--- src/rtl/receiver_axis_pkg.sv ---
// Shared types and constants for the buffered UART-to-AXI-Stream receiver.
package receiver_axis_pkg;

    typedef enum logic [2:0] {
        ST_IDLE       = 3'd0,
        ST_START      = 3'd1,
        ST_DATA       = 3'd2,
        ST_PARITY     = 3'd3,
        ST_STOP       = 3'd4,
        ST_BREAK_WAIT = 3'd5
    } rx_state_e;

    localparam int unsigned PARITY_NONE = 0;
    localparam int unsigned PARITY_ODD  = 1;
    localparam int unsigned PARITY_EVEN = 2;

    localparam int unsigned TUSER_PARITY_ERR  = 0;
    localparam int unsigned TUSER_FRAMING_ERR = 1;

    // odd_mode=1: data plus parity bit must hold an odd number of ones.
    function automatic logic parity_error(input logic odd_mode, input logic data_xor,
                                          input logic par_bit);
        return (data_xor ^ par_bit) != odd_mode;
    endfunction

endpackage

--- src/rtl/axis_fifo.sv ---
// Synchronous word FIFO with AXI-Stream style read side and drop-on-full write side.
module axis_fifo #(
    parameter int unsigned WIDTH = 10,
    parameter int unsigned DEPTH = 16
) (
    input  logic             clk,
    input  logic             rst,
    input  logic             push,
    input  logic [WIDTH-1:0] push_data,
    output logic             drop,
    output logic             pop_valid,
    input  logic             pop_ready,
    output logic [WIDTH-1:0] pop_data
);

    localparam int unsigned AW = $clog2(DEPTH);

    logic [AW:0]      wr_ptr_q, wr_ptr_d;
    logic [AW:0]      rd_ptr_q, rd_ptr_d;
    logic [WIDTH-1:0] mem_q [DEPTH];
    logic [WIDTH-1:0] mem_d [DEPTH];
    logic             full, empty, pop, wr_en;

    always_comb begin
        empty     = (wr_ptr_q == rd_ptr_q);
        full      = (wr_ptr_q[AW] != rd_ptr_q[AW]) && (wr_ptr_q[AW-1:0] == rd_ptr_q[AW-1:0]);
        pop_valid = !empty && !rst;
        pop       = pop_valid && pop_ready;
        // A pop in the same cycle frees the slot being written.
        wr_en     = push && !rst && (!full || pop);
        drop      = push && !rst && full && !pop;
        pop_data  = pop_valid ? mem_q[rd_ptr_q[AW-1:0]] : '0;
        wr_ptr_d  = wr_ptr_q + (AW+1)'(wr_en);
        rd_ptr_d  = rd_ptr_q + (AW+1)'(pop);
        mem_d     = mem_q;
        if (wr_en) begin
            mem_d[wr_ptr_q[AW-1:0]] = push_data;
        end
    end

    always_ff @(posedge clk) begin
        if (rst) begin
            wr_ptr_q <= '0;
            rd_ptr_q <= '0;
        end else begin
            wr_ptr_q <= wr_ptr_d;
            rd_ptr_q <= rd_ptr_d;
        end
        mem_q <= mem_d;
    end

endmodule

--- src/rtl/receiver_axis_buffered.sv ---
// UART receiver feeding an AXI-Stream word FIFO with per-word parity/framing flags.
// Define RECEIVER_AXIS_SYNC_EN to add a 2-flop synchronizer on din (+2 cycles latency).
module receiver_axis_buffered
    import receiver_axis_pkg::*;
#(
    parameter int unsigned CLOCK_FREQUENCY = 32'd100_000_000,
    parameter int unsigned BAUD_RATE       = 32'd115200,
    parameter int unsigned WORD_WIDTH      = 32'd8,
    parameter int unsigned PARITY          = 0,
    parameter int unsigned STOP_BITS       = 1,
    parameter int unsigned FIFO_DEPTH      = 16
) (
    input  logic                  clk,
    input  logic                  rst,
    input  logic                  din,
    output logic [WORD_WIDTH-1:0] dout_axis_tdata,
    output logic [1:0]            dout_axis_tuser,
    output logic                  dout_axis_tvalid,
    input  logic                  dout_axis_tready,
    output logic                  overrun
);

    localparam int unsigned P    = CLOCK_FREQUENCY / BAUD_RATE;
    localparam int unsigned HALF = P / 2;
    localparam int unsigned CW   = $clog2(P + 1);
    localparam int unsigned FW   = WORD_WIDTH + 2;

    logic din_s;

`ifdef RECEIVER_AXIS_SYNC_EN
    logic [1:0] sync_q, sync_d;
    always_comb sync_d = {sync_q[0], din};
    always_ff @(posedge clk) begin
        if (rst) sync_q <= 2'b11;
        else     sync_q <= sync_d;
    end
    assign din_s = sync_q[1];
`else
    assign din_s = din;
`endif

    rx_state_e             state_q, state_d;
    logic [CW-1:0]         cnt_q, cnt_d;
    logic [3:0]            bit_q, bit_d;
    logic [WORD_WIDTH-1:0] data_q, data_d;
    logic                  perr_q, perr_d;
    logic                  ferr_q, ferr_d;
    logic                  armed_q, armed_d;
    logic                  push, tick;
    logic [FW-1:0]         push_data, pop_data;

    always_comb begin
        state_d = state_q;
        cnt_d   = cnt_q;
        bit_d   = bit_q;
        data_d  = data_q;
        perr_d  = perr_q;
        ferr_d  = ferr_q;
        armed_d = armed_q;
        push    = 1'b0;
        tick    = (cnt_q == CW'(P));
        case (state_q)
            ST_IDLE: begin
                // First idle cycle after reset: a low line is a break, not a start bit.
                if (!armed_q) begin
                    armed_d = 1'b1;
                    if (!din_s) state_d = ST_BREAK_WAIT;
                end else if (!din_s) begin
                    state_d = ST_START;
                    cnt_d   = CW'(1);
                end
            end
            ST_START: begin
                if (cnt_q == CW'(HALF)) begin
                    if (din_s) begin
                        state_d = ST_IDLE;
                    end else begin
                        state_d = ST_DATA;
                        cnt_d   = CW'(1);
                        bit_d   = '0;
                        perr_d  = 1'b0;
                        ferr_d  = 1'b0;
                    end
                end else begin
                    cnt_d = cnt_q + CW'(1);
                end
            end
            ST_DATA: begin
                if (tick) begin
                    cnt_d  = CW'(1);
                    data_d = {din_s, data_q[WORD_WIDTH-1:1]};
                    if (bit_q == 4'(WORD_WIDTH - 1)) begin
                        bit_d   = '0;
                        state_d = (PARITY == PARITY_NONE) ? ST_STOP : ST_PARITY;
                    end else begin
                        bit_d = bit_q + 4'd1;
                    end
                end else begin
                    cnt_d = cnt_q + CW'(1);
                end
            end
            ST_PARITY: begin
                if (tick) begin
                    cnt_d   = CW'(1);
                    perr_d  = parity_error(PARITY == PARITY_ODD, ^data_q, din_s);
                    state_d = ST_STOP;
                end else begin
                    cnt_d = cnt_q + CW'(1);
                end
            end
            ST_STOP: begin
                if (tick) begin
                    cnt_d  = CW'(1);
                    ferr_d = ferr_q | !din_s;
                    if (bit_q == 4'(STOP_BITS - 1)) begin
                        push    = 1'b1;
                        state_d = ferr_d ? ST_BREAK_WAIT : ST_IDLE;
                    end else begin
                        bit_d = bit_q + 4'd1;
                    end
                end else begin
                    cnt_d = cnt_q + CW'(1);
                end
            end
            ST_BREAK_WAIT: begin
                if (din_s) state_d = ST_IDLE;
            end
            default: state_d = ST_IDLE;
        endcase
    end

    always_comb begin
        push_data                                = '0;
        push_data[WORD_WIDTH-1:0]                = data_q;
        push_data[WORD_WIDTH+TUSER_PARITY_ERR]   = perr_q;
        push_data[WORD_WIDTH+TUSER_FRAMING_ERR]  = ferr_d;
    end

    always_ff @(posedge clk) begin
        if (rst) begin
            state_q <= ST_IDLE;
            cnt_q   <= '0;
            bit_q   <= '0;
            data_q  <= '0;
            perr_q  <= 1'b0;
            ferr_q  <= 1'b0;
            armed_q <= 1'b0;
        end else begin
            state_q <= state_d;
            cnt_q   <= cnt_d;
            bit_q   <= bit_d;
            data_q  <= data_d;
            perr_q  <= perr_d;
            ferr_q  <= ferr_d;
            armed_q <= armed_d;
        end
    end

    axis_fifo #(
        .WIDTH(FW),
        .DEPTH(FIFO_DEPTH)
    ) u_fifo (
        .clk      (clk),
        .rst      (rst),
        .push     (push),
        .push_data(push_data),
        .drop     (overrun),
        .pop_valid(dout_axis_tvalid),
        .pop_ready(dout_axis_tready),
        .pop_data (pop_data)
    );

    assign dout_axis_tdata = pop_data[WORD_WIDTH-1:0];
    assign dout_axis_tuser = pop_data[FW-1:WORD_WIDTH];

endmodule
--- config.mk ---
export PLATFORM = sky130hd
export DESIGN_NAME = receiver_axis_buffered
export DESIGN_NICKNAME = d
export VERILOG_FILES = /design/src/rtl/receiver_axis_pkg.sv /design/src/rtl/axis_fifo.sv /design/src/rtl/receiver_axis_buffered.sv
export SDC_FILE = /design/constraint.sdc
export NUM_CORES = 1
export LEC_CHECK = 0
export BUFFER_PORTS_ARGS = -buffer_cell sky130_fd_sc_hd__buf_2
export CAP_MARGIN = 20
export CORE_UTILIZATION = 45
export DETAILED_ROUTE_END_ITERATION = 8
export HOLD_SLACK_MARGIN = 0.15
export SLEW_MARGIN = 20
export SYNTH_ARGS = -nofsm -noshare
export SYNTH_HDL_FRONTEND = slang
export SYNTH_SLANG_ARGS = --single-unit
export TNS_END_PERCENT = 1
--- constraint.sdc ---
create_clock -name clk -period 3.1 [get_ports clk]
set_input_delay 0.465 -clock clk [delete_from_list [all_inputs] [get_ports clk]]
set_output_delay 0.465 -clock clk [all_outputs]
set_load 0.01 [all_outputs]
==> results_dict.tcl, run 1 <==
set metrics [dict create \
    setup_viol 0 \
    place.gp.congestion 0.7863 \
    min_from "rst" \
    clk_pin_slew_worst_paths_ns 0.07 \
    finalMaxSlewViolations 0 \
    power_density_nw_per_um2 556.9 \
    synth_nets 521 \
    ys.flop_type "edfxtp_1" \
    row_count 49 \
    io_pins 16 \
    skew_ns 0.01058 \
    antenna_cells 0 \
    ys_ff_latch 198 \
    yosys-top-cells-area "edfxtp_1 (57%), mux4_2 (13%), dfxtp_1 (9.1%)" \
    period_needed_ns 2.922 \
    failed_checks "DRC" \
    hpwl_mm 11.26 \
    critPathArrivalTime_ns 2.46 \
    hold_path.class "in -> reg" \
    cts-root-buf "clkbuf_16" \
    first_iter_violations 383 \
    grt_pass1_vias 4672 \
    synth_most_common_cell "edfxtp_1" \
    grt_setup_unrepaired "no" \
    track_usage 0.1891 \
    setup.worst_path.end_class "primary output" \
    finalInstanceArea_um2 9465 \
    ant_nets 0 \
    clock.fmax_ghz 0.3422 \
    dieArea_um2 19150 \
    synth_common_cells "edfxtp_1 (160), mux4_2 (50), nor2_1 (40)" \
    final_nets 562 \
    yosysSeqAreaShare 0.6648 \
    firstDrtPassIters 6 \
    initial_utilization 0.4629 \
    grt_max_degree 41 \
    ir_drop_mv 0.3791 \
    drv_cap 0 \
    die_w_um 138.4 \
    dp_cells 759 \
    clk_path_buf_depth 2 \
    clock_latency_ns 0.43 \
    synth_edf_count 160 \
    die_h_um 138.4 \
    io_buffers 15 \
    postSynthCellCount 508 \
    leakage_nw 3.145 \
    start_kind "flip-flop" \
    route.detailed.drc 6 \
    drt-total-wl_mm 16.70 \
    vias 4501 \
    setup.worst_path.class "reg -> out" \
    status "finished with violations" \
    cts_sinks 198 \
    cts_buffers 17 \
    cts_resized 0 \
    antenna_found_initial 0 \
    synth.largest_area_cell "edfxtp_1" \
    hold_end "state_q[1]" \
    syn_avg_cell_area_um2 16.48 \
    tightest_slew_ns 0.9855 \
    hold_viol 0 \
    worstHoldPathCells 3 \
    r2r_start "cnt_q[0]" \
    core_area_um2 18090 \
    ys.warnings.count 0 \
    syn_to_final_growth_pct 13.06 \
    reg2reg_depth 8 \
    synth_top_area_share 0.5739 \
    cts_tree "built" \
    grt-ovfl-total 0 \
    r2r-end "u_fifo.mem_q[117]" \
    r2r_setup_slack_ns 0.36 \
    relSlewSlack 0.3406 \
    vias_per_cell 5.697 \
    syn_area_um2 8372 \
    drt-wirelength-per-cell_um 21.14 \
    fin_setup_tns_ns 0 \
    placed_cell_area_um2 8925 \
    period_share 0.9426 \
    worst-endpoint-required_ns 2.63 \
    cts_hold_buf 0 \
    worstPathMaxFanout 22 \
    h-tree-depth 4 \
    yosys.cell_types.count 64 \
    drive_gt1_frac 0.2513 \
    postCtsSetupBuffers 0 \
    grt_pass1_wl_mm 26.85 \
    final-instance-count-excl-fill 790 \
    synth-async-reset-ratio 0 \
]
==> critical path: stages (launching register included) <==
cell and delay (ns):
dfxtp_4 0.46, buf_12 0.24, mux4_2 0.53, mux4_2 0.48
nor2b_1 0.15, buf_2 0.14
==> sequential cells by signal, indices dropped and copies added (netlist names), 3 cells and up <==
signal           cells
bit_q                4
cnt_q               10
data_q               8
state_q              3
u_fifo.mem_q       160
u_fifo.rd_ptr_q      5
u_fifo.wr_ptr_q      5
==> power breakdown <==
| part | internal (W) | switching, W | total [W] |
|---|---|---|---|
| Sequential | 0.00285 | 0.0000183 | 0.00287 |
| Combinational | 0.000137 | 0.000234 | 0.000371 |
| Clock | 0.00110 | 0.000931 | 0.00203 |
| Total | 0.00409 | 0.00118 | 0.00527 |
==> how the worst max path moves through the flow <==
stage                                   from                  to  depth (start not counted)
final                     u_fifo.rd_ptr_q[0]  dout_axis_tdata[4]                          5
after CTS                 u_fifo.rd_ptr_q[0]  dout_axis_tdata[1]                          5
after global placement              cnt_q[0]   u_fifo.mem_q[155]                          8
after global routing      u_fifo.rd_ptr_q[0]  dout_axis_tdata[1]                          5
after detailed placement            cnt_q[0]   u_fifo.mem_q[152]                          8
after floorplan                     cnt_q[0]   u_fifo.mem_q[130]                          7
==> cells in the final DEF (no fill, tap or decap), types with 10 or more instances in the layout <==
| cell type | n |
|---|---|
| a21oi_1 | 10 |
| buf_2 | 15 |
| buf_4 | 32 |
| clkbuf_16 | 17 |
| dfxtp_1 | 36 |
| edfxtp_1 | 160 |
| mux2i_1 | 11 |
| mux4_2 | 50 |
| nand2_1 | 12 |
| nand3_1 | 13 |
| nor2_1 | 40 |
| nor2b_1 | 18 |
| xnor2_1 | 11 |
==> through the flow <==
stage	power [W]	setup slack, ns	hold WS, ns	utilization
after floorplan	0.003197	0.2724	0.4570	-
after global placement	0.003288	0.4256	0.4757	0.4935
after detailed placement	0.003298	0.3805	0.4874	0.4935
after CTS	0.005318	0.02178	0.4313	0.5232
after global routing	0.005471	0.05283	0.4532	0.5233
final	0.005271	0.1780	0.4520	0.5233
==> per-layer routing <==
layer	vias to the layer above	global-route usage	wire, um
met3	13	0.04780	776
met5	-	0	0
met4	0	0.04908	179
li1	2070	-	-
met2	98	0.3064	8337
met1	2320	0.2557	7406
==> cell type report <==
cell class                 instances  area [um2]
sequential                       198        5570
clock buffer                      18       429.2
timing repair buffer              50       375.4
multi-input combinational        275        2669
fill                            1466        8621
clock inverter                    13       108.9
inverter                           7       26.28
tap                              229       286.5
==> cell families (layout without fill, tap and decap cells) <==
| kind of cell | count (synthesis) | after routing | share of synthesized area |
|---|---|---|---|
| DFF | 198 | 198 | 0.6648 |
| and+or+nand+nor | 138 | 138 | 0.09311 |
| muxes | 61 | 61 | 0.1477 |
| adders and majority gates | 9 | 9 | 0.01345 |
| xor gates and xnor gates | 21 | 21 | 0.02361 |
| AOI/OAI and AO/OA | 46 | 46 | 0.04020 |
| buffers and inverters | 35 | 88 | 0.01719 |
(Power assumes the default switching activity.)
==> inputs of run 2 (changes only) <==
- MAX_ROUTING_LAYER: unset -> met4
- SLEW_MARGIN: 20 -> unset
==> run 2 against run 1 <==
The run still ends with DRC left. Total power hardly changed. Global-route usage is 0.56 points higher. Setup slack worse by 0.0021 ns. Highest routed layer unchanged. Sequential share of layout area stayed put. Routed wire length is 0.47% higher. Maximum frequency about the same. First-iteration DRC count down 2.3%. Critical endpoint is now dout_axis_tdata[1]. Largest power group unchanged.
==> results_dict.tcl, run 2 (synthesis results as in run 1) <==
set metrics [dict create \
    status "finished with violations" \
    failed_checks "DRC" \
    drt-wirelength-per-cell_um 21.24 \
    dp_cells 759 \
    combPwrFrac 0.070 \
    worst_slack_ns 0.1759 \
    p_total_w 0.005272 \
    die_w_um 138.4 \
    swShare 0.2246 \
    finalMaxSlewViolations 0 \
    setup.worst_path.class "reg -> out" \
    grt-ovfl-total 0 \
    final-instance-count-excl-fill 790 \
    p_int_w 0.004088 \
    reg.largest.list "u_fifo.mem_q (160), cnt_q (10), data_q (8)" \
    pre_cts_ws_ns 0.3805 \
    p_clk_frac 0.385 \
    hold_path.class "in -> reg" \
    power_density_nw_per_um2 556.9 \
    drt-total-wl_mm 16.78 \
    worst-endpoint-required_ns 2.63 \
    cts_buffers 17 \
    drive_gt1_frac 0.2513 \
    drv_cap 0 \
    hold_viol 0 \
    cts_tree "built" \
    h-tree-depth 4 \
    syn_to_final_growth_pct 13.06 \
    firstDrtPassIters 7 \
    p_seq_frac 0.545 \
    ant_nets 0 \
    first_iter_violations 374 \
    grt_setup_unrepaired "no" \
    ir_drop_mv 0.3759 \
    skew_ns 0.009016 \
    place.gp.congestion 0.7973 \
    grt_pass1_vias 4666 \
    core_area_um2 18090 \
    die_h_um 138.4 \
    antenna_cells 0 \
    leakage_nw 3.145 \
    relSlewSlack 0.3229 \
    cts-root-buf "clkbuf_16" \
    vias_per_cell 5.708 \
    cts_hold_buf 0 \
    layout_common_cells "edfxtp_1 (160), mux4_2 (50), nor2_1 (40)" \
    route.detailed.drc 6 \
    period_needed_ns 2.924 \
    postCtsSetupBuffers 0 \
    start_kind "flip-flop" \
    hpwl_mm 11.26 \
    critPathArrivalTime_ns 2.46 \
    row_count 49 \
    cts_sinks 198 \
    worstPathMaxFanout 22 \
    grt_pass1_wl_mm 26.84 \
    regMostFlops "u_fifo.mem_q" \
    p_sw_w 0.001184 \
    io_pins 16 \
    clk_path_buf_depth 2 \
    r2r_setup_slack_ns 0.36 \
    initial_utilization 0.4629 \
    setup.worst_path.end_class "primary output" \
    final_nets 562 \
    track_usage 0.1947 \
    io_buffers 15 \
    clock.fmax_ghz 0.3420 \
    antenna_found_initial 0 \
    clock_latency_ns 0.43 \
    tightest_slew_ns 1.012 \
    finish.utilization 0.5233 \
    vias 4509 \
    largest_reg_flops 160 \
    dieArea_um2 19150 \
    grt_max_degree 41 \
    fin_setup_tns_ns 0 \
    period_share 0.9432 \
    setup_viol 0 \
    clk_pin_slew_worst_paths_ns 0.07 \
    layout_commonest_cell "edfxtp_1" \
]
[run 2: cell counts in the layout (fill, tap and decap cells not counted)]
No cell type changed its count.
[run 2: critical path, stage by stage (launching register included)]
cell     delay, ns
dfxtp_4       0.46
buf_12        0.24
mux4_2        0.56
mux4_2        0.48
nor2b_1       0.14
buf_2         0.14
[run 2: area by class of cell]
class	count	area [um2]
Fill cell	1466	8621
Sequential cell	198	5570
Multi-Input combinational cell	275	2669
Clock buffer	18	429.2
Timing Repair Buffer	50	375.4
Tap cell	229	286.5
Clock inverter	13	108.9
Inverter	7	26.28
[run 2: path summary, 6_finish.rpt]
kind	startpoint	to	cells after the start
setup reg to reg	cnt_q[0]	u_fifo.mem_q[117]	8
hold / removal	rst	state_q[1]	3
setup / recovery	u_fifo.rd_ptr_q[0]	dout_axis_tdata[1]	5
hold reg to reg	armed_q	armed_q	2
[run 2: power by group through the flow]
stage	logic (W)	registers (W)	clock network [W]
after global routing	0.000412	0.00288	0.00218
after floorplan	0.000266	0.00293	0
final	0.000371	0.00287	0.00203
after global placement	0.000361	0.00293	0
after CTS	0.000368	0.00287	0.00208
after detailed placement	0.000366	0.00293	0
[run 2: per-stage QoR]
| step | hold slack [ns] | area, um2 |
|---|---|---|
| 6_report | 0.4474 | 9465 |
| 5_1_grt | 0.4589 | 9465 |
| 4_1_cts | 0.4313 | 9463 |
| 3_5_place_dp | 0.4874 | 8925 |
| 3_3_place_gp | 0.4757 | 8925 |
| 2_1_floorplan | 0.4570 | 8372 |
[run 2: timing repair]
item,4_1_cts,5_1_grt
setup endpoints to repair,0,7
resized for setup,0,1
hold endpoints to repair,0,0
[run 2: per-layer routing]
metal	wire length, um	vias to the layer above	track usage	share of wire
met5	0	-	-	0
met4	192	0	0.05441	0.011
met3	589	14	0.04087	0.035
met2	8294	76	0.3038	0.49
met1	7703	2353	0.2595	0.46
li1	-	2066	-	-
